<file path="src/rtl/interrupt_ctrl.sv">
// Fixed-priority interrupt controller: per-channel sync/edge/pending lanes feeding a
// three-state request handshake (IDLE -> REQ -> SERVICE) toward the CPU.

module irq_chan (
    input  logic clk,
    input  logic rstn,
    input  logic irq,
    input  logic edge_mode,
    input  logic w1c,
    input  logic w1s,
    input  logic ack_clr,
    output logic pend
);
    logic s1, s2, s3, pend_q;

    // Set terms are OR'd in after clears so a same-cycle edge/W1S beats a W1C or ack.
    always_ff @(posedge clk or negedge rstn) begin
        if (!rstn) begin
            s1     <= 1'b0;
            s2     <= 1'b0;
            s3     <= 1'b0;
            pend_q <= 1'b0;
        end else begin
            s1     <= irq;
            s2     <= s1;
            s3     <= s2;
            pend_q <= (pend_q & ~(w1c | (ack_clr & edge_mode)))
                    | (edge_mode & s2 & ~s3) | w1s;
        end
    end

    // Level mode follows the synchronised line; pend_q there only holds software sets.
    assign pend = pend_q | (~edge_mode & s2);
endmodule

module interrupt_ctrl #(
    parameter int                N_CH     = 4,
    parameter int                DATA_W   = 8,
    parameter logic [DATA_W-1:0] VEC_BASE = 8'hF0
) (
    input  logic              clk,
    input  logic              rstn,
    input  logic [N_CH-1:0]   irq_in,
    input  logic              cfg_we,
    input  logic [1:0]        cfg_addr,
    input  logic [DATA_W-1:0] cfg_wdata,
    output logic [DATA_W-1:0] cfg_rdata,
    output logic              int_sig,
    output logic [DATA_W-1:0] int_vec,
    output logic [2:0]        int_id,
    input  logic              int_ack,
    input  logic              int_done
);
    typedef enum logic [1:0] {IDLE, REQ, SERVICE} state_t;

    state_t          state;
    logic [N_CH-1:0] mask_q, edge_q, pend, cand, w1c, w1s, gnt_oh, ack_clr;
    logic            win_vld, gnt_cand;
    logic [2:0]      win_id;
    logic            unused_wdata;

    assign unused_wdata = ^cfg_wdata;

    assign w1c     = (cfg_we && cfg_addr == 2'd2) ? cfg_wdata[N_CH-1:0] : '0;
    assign w1s     = (cfg_we && cfg_addr == 2'd3) ? cfg_wdata[N_CH-1:0] : '0;
    assign gnt_oh  = N_CH'(1) << int_id;
    assign ack_clr = (state == REQ && int_ack) ? gnt_oh : '0;

    irq_chan u_chan [N_CH-1:0] (
        .clk       (clk),
        .rstn      (rstn),
        .irq       (irq_in),
        .edge_mode (edge_q),
        .w1c       (w1c),
        .w1s       (w1s),
        .ack_clr   (ack_clr),
        .pend      (pend)
    );

    assign cand     = pend & ~mask_q;
    assign gnt_cand = |(cand & gnt_oh);

    // Lowest index wins: scan downward so the last hit is the smallest.
    always_comb begin
        win_vld = 1'b0;
        win_id  = '0;
        for (int i = N_CH - 1; i >= 0; i--) begin
            if (cand[i]) begin
                win_vld = 1'b1;
                win_id  = 3'(i);
            end
        end
    end

    always_ff @(posedge clk or negedge rstn) begin
        if (!rstn) begin
            mask_q <= '1;
            edge_q <= '0;
        end else if (cfg_we) begin
            case (cfg_addr)
                2'd0:    mask_q <= cfg_wdata[N_CH-1:0];
                2'd1:    edge_q <= cfg_wdata[N_CH-1:0];
                default: ;
            endcase
        end
    end

    always_comb begin
        cfg_rdata = '0;
        case (cfg_addr)
            2'd0:    cfg_rdata[N_CH-1:0] = mask_q;
            2'd1:    cfg_rdata[N_CH-1:0] = edge_q;
            default: cfg_rdata[N_CH-1:0] = pend;
        endcase
    end

    // Ack takes precedence over a same-cycle loss of candidacy.
    always_ff @(posedge clk or negedge rstn) begin
        if (!rstn) begin
            state   <= IDLE;
            int_sig <= 1'b0;
            int_vec <= '0;
            int_id  <= '0;
        end else begin
            case (state)
                IDLE: if (win_vld) begin
                    state   <= REQ;
                    int_sig <= 1'b1;
                    int_id  <= win_id;
                    int_vec <= VEC_BASE + DATA_W'(win_id);
                end
                REQ: if (int_ack) begin
                    state   <= SERVICE;
                    int_sig <= 1'b0;
                end else if (!gnt_cand) begin
                    state   <= IDLE;
                    int_sig <= 1'b0;
                end
                SERVICE: if (int_done) state <= IDLE;
                default: begin
                    state   <= IDLE;
                    int_sig <= 1'b0;
                end
            endcase
        end
    end
endmodule
</file>
<file path="config.mk">
export PLATFORM = sky130hd
export DESIGN_NAME = interrupt_ctrl
export DESIGN_NICKNAME = d
export VERILOG_FILES = /design/src/rtl/interrupt_ctrl.sv
export SDC_FILE = /design/constraint.sdc
export NUM_CORES = 1
export LEC_CHECK = 0
export BUFFER_PORTS_ARGS = -buffer_cell sky130_fd_sc_hd__buf_2
export CAP_MARGIN = 15
export CORE_MARGIN = 4
export CORE_UTILIZATION = 54
export DETAILED_ROUTE_END_ITERATION = 7
export PLACE_DENSITY = 0.82
export SETUP_SLACK_MARGIN = 0.15
export SYNTH_ARGS = -nofsm -noshare
export SYNTH_HDL_FRONTEND = slang
export SYNTH_SLANG_ARGS = --single-unit
</file>
<file path="constraint.sdc">
create_clock -name clk -period 2.54 [get_ports clk]
set_input_delay 0.508 -clock clk [delete_from_list [all_inputs] [get_ports clk]]
set_output_delay 0.508 -clock clk [all_outputs]
set_load 0.005 [all_outputs]
</file>
==> results by group, run 1 <==
CTS
  – Setup repair bufs after CTS: 0
  – CTS resizes: 0
  – Clock transition at path regs: 100 ps
  – CTS Buffer Depth: 2
  – CTS H-tree depth: 2
  – CTS tree: done
  – Sink Count: 30
  – Num CTS Buffers: 5
  – Hold Buf Count CTS: 0
  – Worst skew pair latency: 340 ps
  – Clock root cell: clkbuf_4

Global routing
  – Overflow after GRT: 0
  – First-pass GRT wire length: approximately 4.4 mm
  – Pin count of the biggest net entering global routing: 31
  – Total Routing Usage GR: 17.5%
  – Antenna violations before repair: 0
  – Vias in the first global route: 949

Routing
  – DR WL/cell: 14.3 um
  – Routed length on met1: 1.12 mm
  – Router iterations before antenna repair: 4
  – Met3 Routed Length: between 200 and 300 um
  – Vias/cell: between 5 and 6
  – Drt drc: 0
  – DR iter-0 viols: 35
  – Routed wl met2: 1.15 mm
  – Post-route ant nets: 0
  – Routed vias: 1021
  – Uppermost layer routed: met4
  – Drt total wl: roughly 2.6 mm

Critical path
  – Slowest stage cell, crit path: dfrtp_1
  – Critical path fanouts, max: 5
  – Worst path most repeated cell: a21oi_1
  – R2R depth: 5
  – WP data arrival: 1390 ps
  – Cell family with most CP delay: compound AO/OA/AOI/OAI gates
  – Critical path required time: 2030 ps
  – Slowest Stage Delay on Critical Path: 400 ps
  – R2R Path End: int_sig$_DFFE_PN0P_
  – Critical path, cell by cell: inv_1 > a21oi_1 > a21oi_1 > buf_2
  – R2R Setup Slk: 930 ps
  – WS Path Type: register to output port
  – Bufs and invs on worst path: 2
  – Worst r2r src: edge_q[1]$_DFFE_PN0P_
  – CP endpoint kind: output port
  – CP Launch Type: register

Finish
  – Fraction of layout cells with a size suffix above 1: 30.9%
  – Most common cell after layout, fill and taps aside: buf_2
  – NumNets Final: 171
  – Area growth, synth to finish: 10.7%
  – Ant diodes: 0
  – Most frequent cells in the layout: 27 x buf_2, 26 x dfrtp_1, 12 x a21oi_1

STA
  – Setup ws final: 644 ps
  – Fmax: 0.527 GHz
  – Clock skew: 17.9 ps
  – Fin Setup TNS: 0 ps
  – Final hold violation count: 0
  – RSZ-0062 raised after global routing: no
  – # setup viols final: 0
  – Post-layout minimum cycle time: 1900 ps
  – Final Hold Slack: roughly 190 ps
  – Pins Over Slew Limit: 0
  – Crit share post-route: between 70% and 80%
  – Worst rel slew slack: 57.5%
  – Slew @ Worst Pin: 637 ps

Yosys
  – Fraction of synthesized area in multiplexers: 6.52%
  – Synth Area in Adders: 0%
  – Largest family of logic cells by synthesized area: compound AO/OA/AOI/OAI gates
  – Ranking of synthesized cells by area: dfrtp_1 47%, dfstp_2 7.6%, buf_4 6.5%
  – Synth Register Bits: 30
  – Mapped Area: 1380 um^2
  – Mean Syn Cell Area: 10.9 um^2
  – Post-synthesis simple-gate area fraction: 13.3%
  – Post-synthesis sequential area ratio: between 50% and 60%
  – Yosys top cell area share: between 40 and 50%
  – Synth Area in Compound Gates: between 10% and 20%
  – Gate Count Post-Synth: ~130
  – Warnings from Yosys: 0
  – Post-synthesis xor/xnor area fraction: 0%
  – Synth area leader: dfrtp_1
  – Synth unique cells: 29

Job
  – Max Cap Viol: 0

Die
  – Die W: 58.6 um
  – Initial core utilization: 56.3%
  – Number of cell rows: 18
  – Chip Height: 58.6 um
  – Core ar.: 2450 um^2
  – Die area: roughly 3400 um^2
  – Top-Level Pins: 39

Pwr
  – Max IR drop VDD: around 0.64 mV
  – Pleak: 0.676 nW
  – P per Cell Area: 882 nW/um^2
  – Total chip power: 1.35 mW

Outcome
  – Status: finished, final reports clean

Place
  – DP HPWL: 1.92 mm
  – Dpl ws: 876 ps
  – Placer Congestion: 0.862
  – I/O Buffers: 27

Min path
  – HP Class: input port to asynchronous set/reset pin
==> kinds of logic (layout without fill, tap and decap cells) <==
logic type      count (synthesis)  in the layout
other cells                     1              7
flops                          30             30
compound gates                 32             32
mux                             8              8
simple gates                   34             34
buf+inv                        22             41
==> state kept, by name (all words and copies together), names as in the netlist <==
register / count
state: 2
int_sig: 1
u_chan.s1: 4
u_chan.s2: 4
edge_q: 4
mask_q: 4
u_chan.s3: 4
int_vec: 2
u_chan.pend_q: 4
int_id: 1
==> layout make-up <==
cell class	count	area, um^2
tap	30	37.5
sequential	30	756
clock buffer	7	55.1
fill	208	925
timing repair buffer	27	135
multi-input combinational	81	520
inverter	7	26.3
==> worst max-delay path by stage <==
stage          cells after the start  slack (ps)                   from           end
6_report                           4         640  edge_q[1]$_DFFE_PN0P_  cfg_rdata[1]
3_5_place_dp                       5         880            cfg_addr[0]  cfg_rdata[1]
5_1_grt                            4         530  edge_q[1]$_DFFE_PN0P_  cfg_rdata[1]
3_3_place_gp                       5         890            cfg_addr[0]  cfg_rdata[2]
2_1_floorplan                      3        1050            cfg_addr[1]  cfg_rdata[0]
4_1_cts                            4         650  edge_q[1]$_DFFE_PN0P_  cfg_rdata[1]
==> through the flow <==
step	util, %	instances	cell area (um^2)
floorplan	-	133	1410
global placement	60.1	175	1480
detailed placement	60.1	175	1480
CTS	62.3	182	1530
global route	62.3	182	1530
finish	62.3	182	1530
==> cells in the mapped netlist (all sizes together) <==
master / count
a22oi: 1
a211oi: 4
nand2: 8
inv: 7
nand3b: 1
conb: 1
nand3: 6
nor2b: 5
nand4: 1
o311ai: 3
or2: 1
nor2: 5
o21ai: 2
or4: 1
o32ai: 3
dfrtp: 26
dfstp: 4
mux2: 8
a21oi: 12
nor3b: 1
o22ai: 3
buf: 13
o221ai: 4
clkbuf: 2
nand2b: 5
==> where the power goes <==
group          internal (mW)  leakage, nW  switching (mW)  total, mW
Sequential             0.582        0.343           0.114      0.696
Clock                  0.130       0.0314           0.148      0.279
Combinational          0.183        0.302           0.193      0.376
==> per-layer routing <==
metal | GRT usage (%) | up-vias
met1 | 22.7 | 486
met2 | 25.4 | 43
met3 | 6.80 | 7
met5 | 0 | -
li1 | - | 485
met4 | 9.39 | 0
Power figures use the tool's default switching activity.
==> inputs of run 2 (changes only) <==
--- a/config.mk
+++ b/config.mk
@@ -5,12 +5,13 @@
 export SDC_FILE = /design/constraint.sdc
 export NUM_CORES = 1
 export LEC_CHECK = 0
+export ABC_AREA = 1
 export BUFFER_PORTS_ARGS = -buffer_cell sky130_fd_sc_hd__buf_2
 export CAP_MARGIN = 15
 export CORE_MARGIN = 4
-export CORE_UTILIZATION = 54
+export CORE_UTILIZATION = 51
 export DETAILED_ROUTE_END_ITERATION = 7
-export PLACE_DENSITY = 0.82
+export PLACE_DENSITY = 0.78
 export SETUP_SLACK_MARGIN = 0.15
 export SYNTH_ARGS = -nofsm -noshare
 export SYNTH_HDL_FRONTEND = slang
==> constraint.sdc (replaced) <==
create_clock -name clk -period 1.95 [get_ports clk]
set_input_delay 0.39 -clock clk [delete_from_list [all_inputs] [get_ports clk]]
set_output_delay 0.39 -clock clk [all_outputs]
set_load 0.005 [all_outputs]
==> results by group, run 2 <==
Outcome
  – Status: finished, final reports clean

Finish
  – Final Instance Count excl. Fillers: 234 (+29%)
  – Finished Core Util: 59.0% (-3.3 points)
  – Area of the multi-input gates: 528 um^2 (+1.4%)
  – NumNets Final: 221 (+29%)
  – Filler Cell Count: 254 (+22%)
  – Most frequent cells in the layout: 49 x nand2_1, 27 x buf_2, 26 x dfrtp_1
  – Ant diodes: 0 (unchanged)
  – Area growth, synth to finish: 11.4%
  – Fraction of layout cells with a size suffix above 1: 25.6% (-5.3 points)
  – Most common cell after layout, fill and taps aside: nand2_1
  – Register area: 756 um^2 (unchanged)

Critical path
  – WS Path Type: register to output port
  – WP data arrival: 1200 ps (-190 ps)
  – Worst path most repeated cell: nand2_1
  – Critical path, cell by cell: inv_2 > nand2_1 > nand2_2 > nand2_1 > nand3_1 > buf_2
  – Critical path fanouts, max: 4 (-1)
  – CP Launch Type: register
  – Slowest stage cell, crit path: dfrtp_1
  – CP endpoint kind: output port
  – Slowest Stage Delay on Critical Path: 430 ps (+30 ps)
  – Critical path required time: 1560 ps (-470 ps)

Pwr
  – NetSw: 621 uW (+36%)
  – Sequential Power Share: 48.3% (-3.2 points)
  – Net Sw Frac: 35.1% (+1.4 points)
  – P_int: 1.15 mW (+28%)
  – Total chip power: 1.77 mW (+31%)
  – Pleak: 0.840 nW (+24%)
  – Comb power frac: 30.7% (+2.9 points)
  – Clock share of power: 21.0% (+0.4 points)
  – P per Cell Area: 1100 nW/um^2 (+24%)
  – Max IR drop VDD: 0.722 mV (+13%)

Die
  – Core ar.: 2730 um^2 (+11%)
  – Initial core utilization: 53.0% (-3.3 points)
  – Number of cell rows: 19 (+1)
  – Chip Height: 61.3 um (+4.6%)
  – Die W: 61.3 um (+4.6%)
  – Die area: 3760 um^2 (+9.4%)
  – Top-Level Pins: 39 (unchanged)

CTS
  – Clock transition at path regs: 80 ps (-20 ps)
  – CTS Buffer Depth: 2 (unchanged)
  – CTS H-tree depth: 2 (unchanged)
  – Sink Count: 30 (unchanged)
  – Worst skew pair latency: 320 ps (-20 ps)
  – Num CTS Buffers: 5 (unchanged)
  – CTS resizes: 0 (unchanged)
  – Hold Buf Count CTS: 0 (unchanged)
  – CTS tree: done
  – Clock root cell: clkbuf_4
  – Setup repair bufs after CTS: 0 (unchanged)

STA
  – Worst rel slew slack: 57.8% (+0.26 points)
  – Slew @ Worst Pin: 633 ps (-3.96 ps)
  – Pins Over Slew Limit: 0 (unchanged)
  – Fmax: roughly 0.63 GHz
  – Clock skew: 3.94 ps (-13.9 ps)
  – Post-layout minimum cycle time: 1590 ps
  – # setup viols final: 0 (unchanged)
  – Final hold violation count: 0 (unchanged)
  – Final Hold Slack: 77.1 ps (-111 ps)
  – Crit share post-route: 81.5%
  – Fin Setup TNS: 0 ps (unchanged)
  – RSZ-0062 raised after global routing: no

Routing
  – Met3 Routed Length: 239 um (-16%)
  – DR WL/cell: 11.4 um (-20%)
  – Routed wl met2: 1.19 mm (+3.3%)
  – Routed length on met1: 1.20 mm (+7.3%)
  – Uppermost layer routed: met4
  – Router iterations before antenna repair: 4 (unchanged)
  – Routed vias: 1148 (+12%)
  – Post-route ant nets: 0 (unchanged)
  – Drt drc: 0 (unchanged)
  – Drt total wl: 2.68 mm (+2.6%)
  – DR iter-0 viols: 39 (+11%)
  – Vias/cell: 4.91 (-13%)

Global routing
  – Pin count of the biggest net entering global routing: 31 (unchanged)
  – First-pass GRT wire length: 4.53 mm (+2.6%)
  – Total Routing Usage GR: 17.1% (-0.47 points)
  – Overflow after GRT: 0 (unchanged)
  – Vias in the first global route: 1069 (+13%)
  – Antenna violations before repair: 0 (unchanged)

Yosys
  – Mean Syn Cell Area: 8.33 um^2 (-24%)
  – Yosys top cell area share: 44.9% (-2.2 points)
  – Synth async-reset ratio: 100% (unchanged)
  – Gate Count Post-Synth: 174 (+37%)
  – Warnings from Yosys: 0 (unchanged)
  – Number of flops mapped to enable cells by yosys: 0 (unchanged)
  – Ranking of synthesized cells by area: dfrtp_1 45%, nand2_1 13%, dfstp_2 7.3%
  – Top-count cell post-synth: nand2_1
  – Post-synth top cells: 49 x nand2_1, 26 x dfrtp_1, 22 x inv_1
  – Post-synthesis sequential area ratio: 52.2% (-2.5 points)
  – Mapped Area: 1450 um^2 (+4.8%)
  – Most used DFF post-synth: dfrtp_1
  – Synth Register Bits: 30 (unchanged)
  – Synth unique cells: 23 (-21%)
  – Synth area leader: dfrtp_1

Place
  – Placer Congestion: 0.809 (-6.1%)
  – I/O Buffers: 27 (unchanged)
  – DP HPWL: 2.07 mm (+7.8%)
  – Dpl cells: 226 (+29%)

Job
  – Max Cap Viol: 0 (unchanged)

Min path
  – HP Class: input port to asynchronous set/reset pin
run 2: cell count changes after synthesis, moves of 4 or more:
| cell | previous run | this run |
|---|---|---|
| nand2_1 | 8 | 49 |
| inv_1 | 7 | 22 |
| a21oi_1 | 12 | 1 |
| nand3_1 | 6 | 16 |
| mux2_2 | 8 | 0 |
| nand2_2 | 0 | 8 |
| o21ai_0 | 2 | 10 |
| nor2b_1 | 5 | 0 |
| a211oi_1 | 4 | 0 |
| inv_2 | 0 | 4 |
| nand2b_1 | 4 | 0 |
| o211ai_1 | 0 | 4 |
run 2: power by group through the flow:
stage                     combinational, mW  clock (mW)  sequential (mW)
final                                 0.542       0.371            0.854
after floorplan                       0.411           0            0.847
after CTS                             0.550       0.389            0.854
after detailed placement              0.549           0            0.865
after global routing                  0.639       0.413            0.875
after global placement                0.534           0            0.858
run 2: through the flow:
stage / setup WS [ps] / cell area (um^2)
after global placement: 415 / 1560
after global routing: 243 / 1610
final: 361 / 1610
after CTS: 335 / 1610
after detailed placement: 417 / 1560
after floorplan: 779 / 1470
run 2: final timing paths:
path	start	to	slack [ps]	depth (start not counted)
worst max-delay path	edge_q[3]$_DFFE_PN0P_	cfg_rdata[3]	360	6
worst min-delay path	rstn	int_vec[6]$_DFFE_PN0P_	80	1
worst max register to register	edge_q[1]$_DFFE_PN0P_	int_vec[6]$_DFFE_PN0P_	670	8
worst min register to register	u_chan[2].s1$_DFF_PN0_	u_chan[2].s2$_DFF_PN0_	350	0
max in group asynchronous	rstn	u_chan[0].pend_q$_DFF_PN0_	1450	1
min in group clk	irq_in[1]	u_chan[1].s1$_DFF_PN0_	160	1
run 2: critical path, delay by kind of cell, from the launching register on:
family	cells	cell delay [ps]
simple gates	4	260
flops	1	430
buf+inv	2	180
run 2: area by class of cell:
type | instances | share of cell area, %
Timing Repair Buffer | 27 | 8.37
Clock buffer | 8 | 3.64
Multi-Input combinational cell | 112 | 32.7
Inverter | 26 | 6.05
Tap cell | 31 | 2.40
Sequential cell | 30 | 46.8
run 2: layer usage:
layer	vias to the layer above	global-route usage, %
li1	586	-
met1	510	21.4
met2	45	26.1
met3	7	5.66
met4	0	8.98
met5	-	0
run 2: logic make-up (layout without fill, tap and decap cells):
kind of cell,after synthesis,after routing,share of synthesized area [%]
compound gates,18,18,7.51
buf+inv,38,61,13.0
flops,30,30,52.2
other cells,1,7,0.259
simple gates,87,87,27.1
